`src/rtl/regfile_pkg.sv`:
```
// Shared register-file types and the read-bypass priority rule, reusable by
// other register files (e.g. a future FP file).
package regfile_pkg;

  localparam int DEF_NREGS = 32;
  localparam int DEF_AW    = $clog2(DEF_NREGS);
  localparam int ZERO_REG  = 0;

  typedef logic [DEF_AW-1:0] reg_addr_t;

  typedef enum logic [1:0] {
    SEL_ZERO,
    SEL_WB,
    SEL_WA,
    SEL_REG
  } byp_sel_e;

  // r0 first, then the load port, then the ALU port, then stored state.
  function automatic byp_sel_e bypass_sel(input logic is_zero,
                                          input logic hit_b,
                                          input logic hit_a);
    if (is_zero)    return SEL_ZERO;
    else if (hit_b) return SEL_WB;
    else if (hit_a) return SEL_WA;
    else            return SEL_REG;
  endfunction

endpackage

```
`src/rtl/regfile_rdport.sv`:
```
// One read port: combinational bypass mux plus RAW hazard flag, zero latency.
module regfile_rdport
  import regfile_pkg::*;
#(
  parameter int XLEN  = 32,
  parameter int NREGS = 32,
  parameter int AW    = 5
) (
  input  logic [AW-1:0]         addr_i,
  input  logic                  wa_en_i,
  input  logic [AW-1:0]         wa_addr_i,
  input  logic [XLEN-1:0]       wa_data_i,
  input  logic                  wb_en_i,
  input  logic [AW-1:0]         wb_addr_i,
  input  logic [XLEN-1:0]       wb_data_i,
  input  logic [NREGS*XLEN-1:0] rf_i,
  input  logic [NREGS-1:0]      busy_i,
  output logic [XLEN-1:0]       data_o,
  output logic                  busy_o
);

  logic     is_zero;
  logic     hit_a;
  logic     hit_b;
  byp_sel_e sel;

  assign is_zero = (addr_i == AW'(ZERO_REG));
  assign hit_a   = wa_en_i && (wa_addr_i == addr_i);
  assign hit_b   = wb_en_i && (wb_addr_i == addr_i);
  assign sel     = bypass_sel(is_zero, hit_b, hit_a);

  always_comb begin
    data_o = '0;
    case (sel)
      SEL_ZERO: data_o = '0;
      SEL_WB:   data_o = wb_data_i;
      SEL_WA:   data_o = wa_data_i;
      SEL_REG:  data_o = rf_i[int'(addr_i)*XLEN +: XLEN];
      default:  data_o = '0;
    endcase
  end

  // A source being written this cycle is bypassed, so it is not a hazard.
  assign busy_o = busy_i[addr_i] && !hit_a && !hit_b && !is_zero;

endmodule

```
`src/rtl/regfile_sb.sv`:
```
// Register file with two write ports, N bypassed read ports and a busy scoreboard.
// Reads and hazard flags are combinational; writes and reservations land on the clock edge.
module regfile_sb
  import regfile_pkg::*;
#(
  parameter int XLEN  = 32,
  parameter int NREGS = 32,
  parameter int NRD   = 2
) (
  input  logic                        clk,
  input  logic                        rst,
  input  logic [NRD*$clog2(NREGS)-1:0] rd_addr_i,
  output logic [NRD*XLEN-1:0]         rd_data_o,
  output logic [NRD-1:0]              rd_busy_o,
  input  logic                        wa_en_i,
  input  logic [$clog2(NREGS)-1:0]    wa_addr_i,
  input  logic [XLEN-1:0]             wa_data_i,
  input  logic                        wb_en_i,
  input  logic [$clog2(NREGS)-1:0]    wb_addr_i,
  input  logic [XLEN-1:0]             wb_data_i,
  input  logic                        iss_en_i,
  input  logic [$clog2(NREGS)-1:0]    iss_addr_i,
  output logic [NREGS-1:0]            busy_vec_o
);

  localparam int AW = $clog2(NREGS);

  logic [XLEN-1:0]       regs_q [NREGS];
  logic [XLEN-1:0]       regs_d [NREGS];
  logic [NREGS-1:0]      busy_q;
  logic [NREGS-1:0]      busy_d;
  logic [NREGS*XLEN-1:0] rf_flat;

  // Port B is applied last so a load wins a same-address collision.
  always_comb begin
    regs_d = regs_q;
    busy_d = busy_q;
    for (int i = 1; i < NREGS; i++) begin
      if (wa_en_i && (wa_addr_i == AW'(i))) regs_d[i] = wa_data_i;
      if (wb_en_i && (wb_addr_i == AW'(i))) regs_d[i] = wb_data_i;
      if (iss_en_i && (iss_addr_i == AW'(i))) begin
        busy_d[i] = 1'b1;
      end else if ((wa_en_i && (wa_addr_i == AW'(i))) ||
                   (wb_en_i && (wb_addr_i == AW'(i)))) begin
        busy_d[i] = 1'b0;
      end
    end
    regs_d[ZERO_REG] = '0;
    busy_d[ZERO_REG] = 1'b0;
  end

  always_ff @(posedge clk or posedge rst) begin
    if (rst) begin
      regs_q <= '{default: '0};
      busy_q <= '0;
    end else begin
      regs_q <= regs_d;
      busy_q <= busy_d;
    end
  end

  always_comb begin
    rf_flat = '0;
    for (int i = 0; i < NREGS; i++) rf_flat[i*XLEN +: XLEN] = regs_q[i];
  end

  assign busy_vec_o = busy_q;

  for (genvar k = 0; k < NRD; k++) begin : g_rd
    regfile_rdport #(
      .XLEN  (XLEN),
      .NREGS (NREGS),
      .AW    (AW)
    ) u_rdport (
      .addr_i    (rd_addr_i[k*AW +: AW]),
      .wa_en_i   (wa_en_i),
      .wa_addr_i (wa_addr_i),
      .wa_data_i (wa_data_i),
      .wb_en_i   (wb_en_i),
      .wb_addr_i (wb_addr_i),
      .wb_data_i (wb_data_i),
      .rf_i      (rf_flat),
      .busy_i    (busy_q),
      .data_o    (rd_data_o[k*XLEN +: XLEN]),
      .busy_o    (rd_busy_o[k])
    );
  end

endmodule

```
`config.mk`:
```
export PLATFORM = sky130hd
export DESIGN_NAME = regfile_sb
export DESIGN_NICKNAME = d
export VERILOG_FILES = /design/src/rtl/regfile_pkg.sv /design/src/rtl/regfile_rdport.sv /design/src/rtl/regfile_sb.sv
export SDC_FILE = /design/constraint.sdc
export NUM_CORES = 2
export LEC_CHECK = 0
export CAP_MARGIN = 20
export CORE_UTILIZATION = 40
export CTS_CLUSTER_SIZE = 16
export DETAILED_ROUTE_END_ITERATION = 8
export SYNTH_ARGS = -nofsm -noshare
export SYNTH_HDL_FRONTEND = slang
export SYNTH_SLANG_ARGS = --single-unit
```
`constraint.sdc`:
```
create_clock -name clk -period 42.4 [get_ports clk]
set_input_delay 4.24 -clock clk [delete_from_list [all_inputs] [get_ports clk]]
set_output_delay 4.24 -clock clk [all_outputs]
set_load 0.02 [all_outputs]
```
After elaboration in Yosys (flattened, before gate mapping)
Cells that the tools add are included.
{"block": "totals", "reg_bits": 1023, "latch_bits": 0, "ramBits": 0, "rom_bits": 0, "in_bits": 94, "out_inout_bits": 98, "wordCells": 511, "n_memories": 0}
{"block": "classes", "n_addsub": 0, "mul": 0, "div_mod_pow": 0, "order_cmp": 2, "eq_ne": 103, "shift": 2, "mux": 136, "bitwise": 0, "reduce_logical": 206}
{"operator": "1024-bit by 11-bit indexed part select with 32-bit output", "count": 2}
{"operator": "32-bit 2-to-1 mux", "count": 62}
{"operator": "32-bit case mux with 4 select lines", "count": 2}
{"operator": "5-bit equality test, second input constant", "count": 48}
{"operator": "2-bit nonzero test", "count": 62}
{"operator": "5-bit by 4-bit equality test with 1-bit output, second input constant", "count": 24}
{"operator": "1-bit logical AND", "count": 103}
{"operator": "1-bit 2-to-1 mux", "count": 66}
{"operator": "5-bit by 3-bit equality test with 1-bit output, second input constant", "count": 12}
{"operator": "1-bit logical OR", "count": 31}
{"operator": "5-bit by 2-bit equality test with 1-bit output, second input constant", "count": 6}
{"operator": "5-bit equality test", "count": 4}
{"operator": "5-bit by 1-bit equality test with 1-bit output, second input constant", "count": 3}
{"operator": "5-bit by 6-bit less-than comparator with 1-bit output, second input constant", "count": 2}
{"operator": "1-bit binary-select mux with 5-bit select", "count": 2}
{"operator": "5-bit logical NOT", "count": 2}
{"operator": "2-bit equality test, second input constant", "count": 4}
{"operator": "2-bit 2-to-1 mux", "count": 4}
{"operator": "1-bit logical NOT", "count": 6}
{"operator": "2-bit by 1-bit equality test with 1-bit output, second input constant", "count": 2}
{"operator": "2-bit logical NOT", "count": 2}

Longest topological paths before layout
{"block": "depth", "depth_word": 7, "ltp_mapped": 12, "depth_no_buf": 6}

By module
A second synthesis with hierarchy kept.
{"block": "unflattened", "cells_unflattened": 7598, "hier_area_um2": 69842.0}
{"mod": "regfile_sb", "instances": 1, "cells_per_inst": 6180, "area_per_inst_um2": 51349.2, "seq_area_each_um2": 25599.6}
{"mod": "regfile_rdport", "instances": 2, "cells_per_inst": 709, "area_per_inst_um2": 9246.4, "seq_area_each_um2": 0.0}

Worst setup path before layout
No wires, ideal clock.
{"block": "synth_path", "path_kind": "input port to output port", "start": "input port rd_addr_i[0]", "end": "output port rd_busy_o[0]", "arrival_ns": 6.223, "required_ns": 38.160, "path_slack_ns": 31.937, "cell_stages": 8, "path_buffers": 4, "cell_sequence": "buf_2 buf_4 buf_2 mux4_2 mux4_2 mux2i_1 nor2_1 buf_4"}
{"block": "synth_via", "elab_chain_len": 6, "elab_cells_between_ends": 13, "cone_classes": "eq/ne (2); mux (2); reduce/logical (9)"}
{"element": "from (decl)", "line_no": "regfile_sb.sv:12", "rtl": "input logic [NRD*$clog2(NREGS)-1:0] rd_addr_i,"}
{"element": "parallel branches: the longest is 5 deep, another holds 1-bit binary-select mux with 5-bit select"}
{"element": "1-bit logical AND (*)", "line_no": "regfile_rdport.sv:44", "rtl": "assign busy_o = busy_i[addr_i] && !hit_a && !hit_b && !is_zero;"}
{"element": "to (decl)", "line_no": "regfile_sb.sv:14", "rtl": "output logic [NRD-1:0] rd_busy_o,"}
Every way passes the cells marked *. The select of a mux whose other input is x is not followed.

Worst setup path after layout
{"block": "layout_path", "start": "input port rd_addr_i[8]", "end": "output port rd_data_o[33]"}
{"block": "layout_via", "elab_chain_len": 7, "elab_cells_between_ends": 14, "cone_classes": "eq/ne (5); shift (1); mux (4); reduce/logical (4)"}
{"element": "parallel branches: the longest is 6 deep, another holds 1024-bit by 11-bit indexed part select with 32-bit output"}
{"element": "32-bit case mux with 4 select lines (*)", "line_no": "regfile_rdport.sv:34", "rtl": "case (sel)"}
{"element": "to (decl)", "line_no": "regfile_sb.sv:13", "rtl": "output logic [NRD*XLEN-1:0] rd_data_o,"}
Every way passes the cells marked *.

==> results.rst <==
.. list-table::
   :header-rows: 1

   * - Metric
     - Value
   * - Result of the run
     - finished clean
   * - Most used standard cell by instance count after synthesis
     - sky130_fd_sc_hd__mux2i_1
   * - Worst relative slew slack
     - 14.6%
   * - Initial cell density of the core
     - between 40% and 50%
   * - Htree depth
     - 3
   * - Number of antenna violations at the first check in global routing
     - 12
   * - Net switching component of the power
     - 1.12 mW
   * - Sequential Power Share
     - 41.9%
   * - Number of global-route vias before repair
     - roughly 53,000
   * - Global-route wire length before repair
     - 403,000 um
   * - Fin crit share
     - 32.1%
   * - Transition time of the tightest slew-check pin
     - about 1.3 ns
   * - Seq/Total Area, Yosys
     - slightly below 40%
   * - Clock network latency to the later pin of the worst-skew pair
     - 0.77 ns
   * - TritonCTS clock tree
     - built
   * - Drt drc
     - 0
   * - Synth area leader
     - sky130_fd_sc_hd__dfrtp_1
   * - Final setup violating endpoints
     - 0
   * - Final cell count without fillers
     - between 8,000 and 9,000
   * - Die Span X
     - around 410 um
   * - Hold buffers post-CTS
     - 0
   * - Cell-internal power
     - 2.35 mW
   * - Post-CTS setup-driven buffer insertion count
     - 0
   * - Power share of the combinational group
     - 26.4%
   * - CP startpoint kind
     - input port
   * - Post-Synthesis Net Count
     - approximately 6,500
   * - TritonCTS Sinks
     - around 1,000
   * - Gr usage total
     - ~34%
   * - Fraction of registers with async set or reset after synthesis
     - 100%
   * - # Max-Cap Violations
     - 0
   * - Clock root buffer master
     - sky130_fd_sc_hd__clkbuf_16
   * - Start-to-end type of the worst setup path
     - input port to output port
   * - Drt pass-1 iters
     - 6
   * - CP Capture Type
     - output port
   * - Detailed Route Iter0 Violations
     - 8,148
   * - Clock-pin slew on the worst setup and hold paths
     - ~0.060 ns
   * - Number of hold violations in the final report
     - 0
   * - Synth Instances
     - approximately 6,400
   * - Leading post-synthesis cells by instance count
     - sky130_fd_sc_hd__mux2i_1 (1,158), sky130_fd_sc_hd__dfrtp_1 (1,023), sky130_fd_sc_hd__nand2_1 (621)
   * - Average detailed-routed wire length per instance
     - approximately 34 um
   * - Number of library cell types mapped by synthesis
     - 65
   * - Final Max Slew Viols
     - 0
   * - RD Place Congestion
     - 0.932
   * - Fmax achieved
     - 0.0734 GHz
   * - Die span in y
     - roughly 410 um
   * - Floorplan Core Area
     - 0.161 mm^2
   * - Fraction of synthesized cell area taken by the top area cell type
     - a little under 40%
   * - Wire length reported by the detailed router
     - 285,000 um
   * - Hold/Removal Path Class
     - flop to flop
   * - Synth Cell Area
     - 0.0653 mm^2
   * - Die Area
     - 0.165 mm^2
   * - Total number of vias
     - ~55,000
   * - R2R setup slack
     - around 42 ns
   * - Syn-to-layout area delta
     - 10.9%
   * - Most common flop cell mapped by yosys
     - sky130_fd_sc_hd__dfrtp_1
   * - Time the final worst path needs with I/O delays and setup
     - around 14 ns
   * - Half-perimeter wire length of the detailed placement result
     - approximately 160,000 um
   * - Input/output buffers
     - between 150 and 200
   * - Clock buffer count from CTS
     - 119
   * - Unrepaired setup endpoints after global routing
     - no
   * - Data arrival time at the worst-slack endpoint
     - roughly 9.4 ns
   * - Final core utilization
     - approximately 45%
   * - Post-placement cell count
     - between 8,000 and 9,000
   * - Clock buffer depth
     - 3
   * - Standard-cell rows
     - 147
   * - Largest net degree at the start of global routing
     - 157
   * - Vias per Instance
     - about 6.6
   * - Quantity of gates resized following cts
     - 0
   * - Count of state elements after synthesis
     - ~1,000
   * - Final global-route overflow total
     - 0
   * - Max IR drop VDD
     - around 40 uV
   * - Number of flops mapped to enable cells by yosys
     - 0
   * - Required @ worst endpoint
     - around 38 ns
   * - Final setup skew
     - 0 ns
   * - Top cells by area, synth
     - sky130_fd_sc_hd__dfrtp_1 (39%), sky130_fd_sc_hd__mux2i_1 (18%), sky130_fd_sc_hd__mux4_2 (14%)
   * - Share of post-route cells with drive strength above 1
     - between 10% and 20%
   * - Synth Warn #
     - 0
   * - Leakage
     - 30.6 nW
   * - Syn Area/Cell
     - just over 10 um^2
   * - Power share of the clock group
     - between 30% and 40%
   * - Number of primary I/O pins
     - about 190
   * - Number of antenna-violating nets in the routed design
     - 0
   * - Fraction of power spent switching nets
     - 32.2%
   * - Setup TNS after final layout
     - 0 ns
   * - Peak fanout along the critical path
     - 28
   * - Pwr/cell area
     - 47.8 mW/mm^2
   * - Net count of the finished layout
     - about 6,200
[registers in the layout, summed over array words and instances, names as in the netlist]
signal / cells
regs_q: 992
busy_vec_o: 31
[worst paths after layout]
check	startpoint	to	cells past startpoint
min	busy_vec_o[19]$_DFFE_PP0P_	busy_vec_o[19]$_DFFE_PP0P_	2
max	rd_addr_i[8]	rd_data_o[33]	11
min reg2reg	busy_vec_o[19]$_DFFE_PP0P_	busy_vec_o[19]$_DFFE_PP0P_	2
max in group asynchronous	rst	regs_q[563]$_DFFE_PP0P_	5
max reg2reg	regs_q[919]$_DFFE_PP0P_	regs_q[919]$_DFFE_PP0P_	2
min in group asynchronous	rst	regs_q[199]$_DFFE_PP0P_	2
[area by class of cell]
| type | instances | area, um^2 |
|---|---|---|
| inverter | 9 | 41.3 |
| timing repair buffer | 388 | 3570 |
| clock inverter | 39 | 520 |
| clock buffer | 180 | 3590 |
| multi-input combinational | 4532 | 36400 |
| antenna | 7 | 17.5 |
| tap | 2160 | 2700 |
| sequential | 1023 | 25600 |
| fill | 15090 | 88800 |
[power groups by stage]
stage	clock [mW]	combinational, mW	sequential, mW
floorplan	0	0.661	1.40
CTS	1.10	0.898	1.44
detailed placement	0	0.897	1.46
global placement	0	0.878	1.44
finish	1.10	0.912	1.45
global route	1.14	0.976	1.48
[cells in the final DEF (no fill, tap or decap), drive strengths merged, types with 50 or more instances in the layout]
master,count
a221o,59
a221oi,100
mux2,81
dfrtp,1023
a21oi,541
clkbuf,180
o22ai,50
mux2i,1158
o21ai,552
buf,208
mux4,393
clkdlybuf4s50,180
nor2,617
nand2,621
[per-stage QoR]
| step | instance area, um^2 | hold slack [ns] | setup slack [ns] | power, mW |
|---|---|---|---|---|
| floorplan | 65300 | 0.532 | 9.37 | 2.06 |
| global placement | 68100 | 0.548 | 29.10 | 2.32 |
| detailed placement | 68200 | 0.569 | 29.09 | 2.35 |
| CTS | 72300 | 0.585 | 29.07 | 3.44 |
| global route | 72400 | 0.605 | 28.92 | 3.59 |
| finish | 72500 | 0.581 | 28.78 | 3.46 |
[metal layers]
| metal | global-route usage (%) | wire length, um | vias to the layer above |
|---|---|---|---|
| met3 | 11.6 | 38400 | 1109 |
| li1 | - | - | 22688 |
| met4 | 21.3 | 20400 | 12 |
| met5 | 0.506 | 178 | - |
| met2 | 49.4 | 120000 | 4138 |
| met1 | 43.7 | 105000 | 27373 |
[cell families (layout without fill, tap and decap cells)]
kind of cell | Yosys count | count (layout) | synth area share, %
other cells | 1 | 8 | 0.00574
mux | 1632 | 1632 | 32.7
buf+inv | 820 | 616 | 5.81
simple gates | 1407 | 1407 | 8.69
xor+xnor | 20 | 20 | 0.268
flops | 1023 | 1023 | 39.2
compound gates | 1472 | 1472 | 13.3
[critical path, cell delays in order]
cell and delay [ns]:
sky130_fd_sc_hd__buf_4 0.42, sky130_fd_sc_hd__buf_4 0.78, sky130_fd_sc_hd__xor2_1 0.15, sky130_fd_sc_hd__nor4_1 0.43, sky130_fd_sc_hd__nand3_2 0.81, sky130_fd_sc_hd__nand2b_2 0.58
sky130_fd_sc_hd__buf_4 0.52, sky130_fd_sc_hd__a2111oi_0 0.24, sky130_fd_sc_hd__buf_4 0.25, sky130_fd_sc_hd__a221o_1 0.29, sky130_fd_sc_hd__clkdlybuf4s50_1 0.56
(Power assumes the default switching activity.)
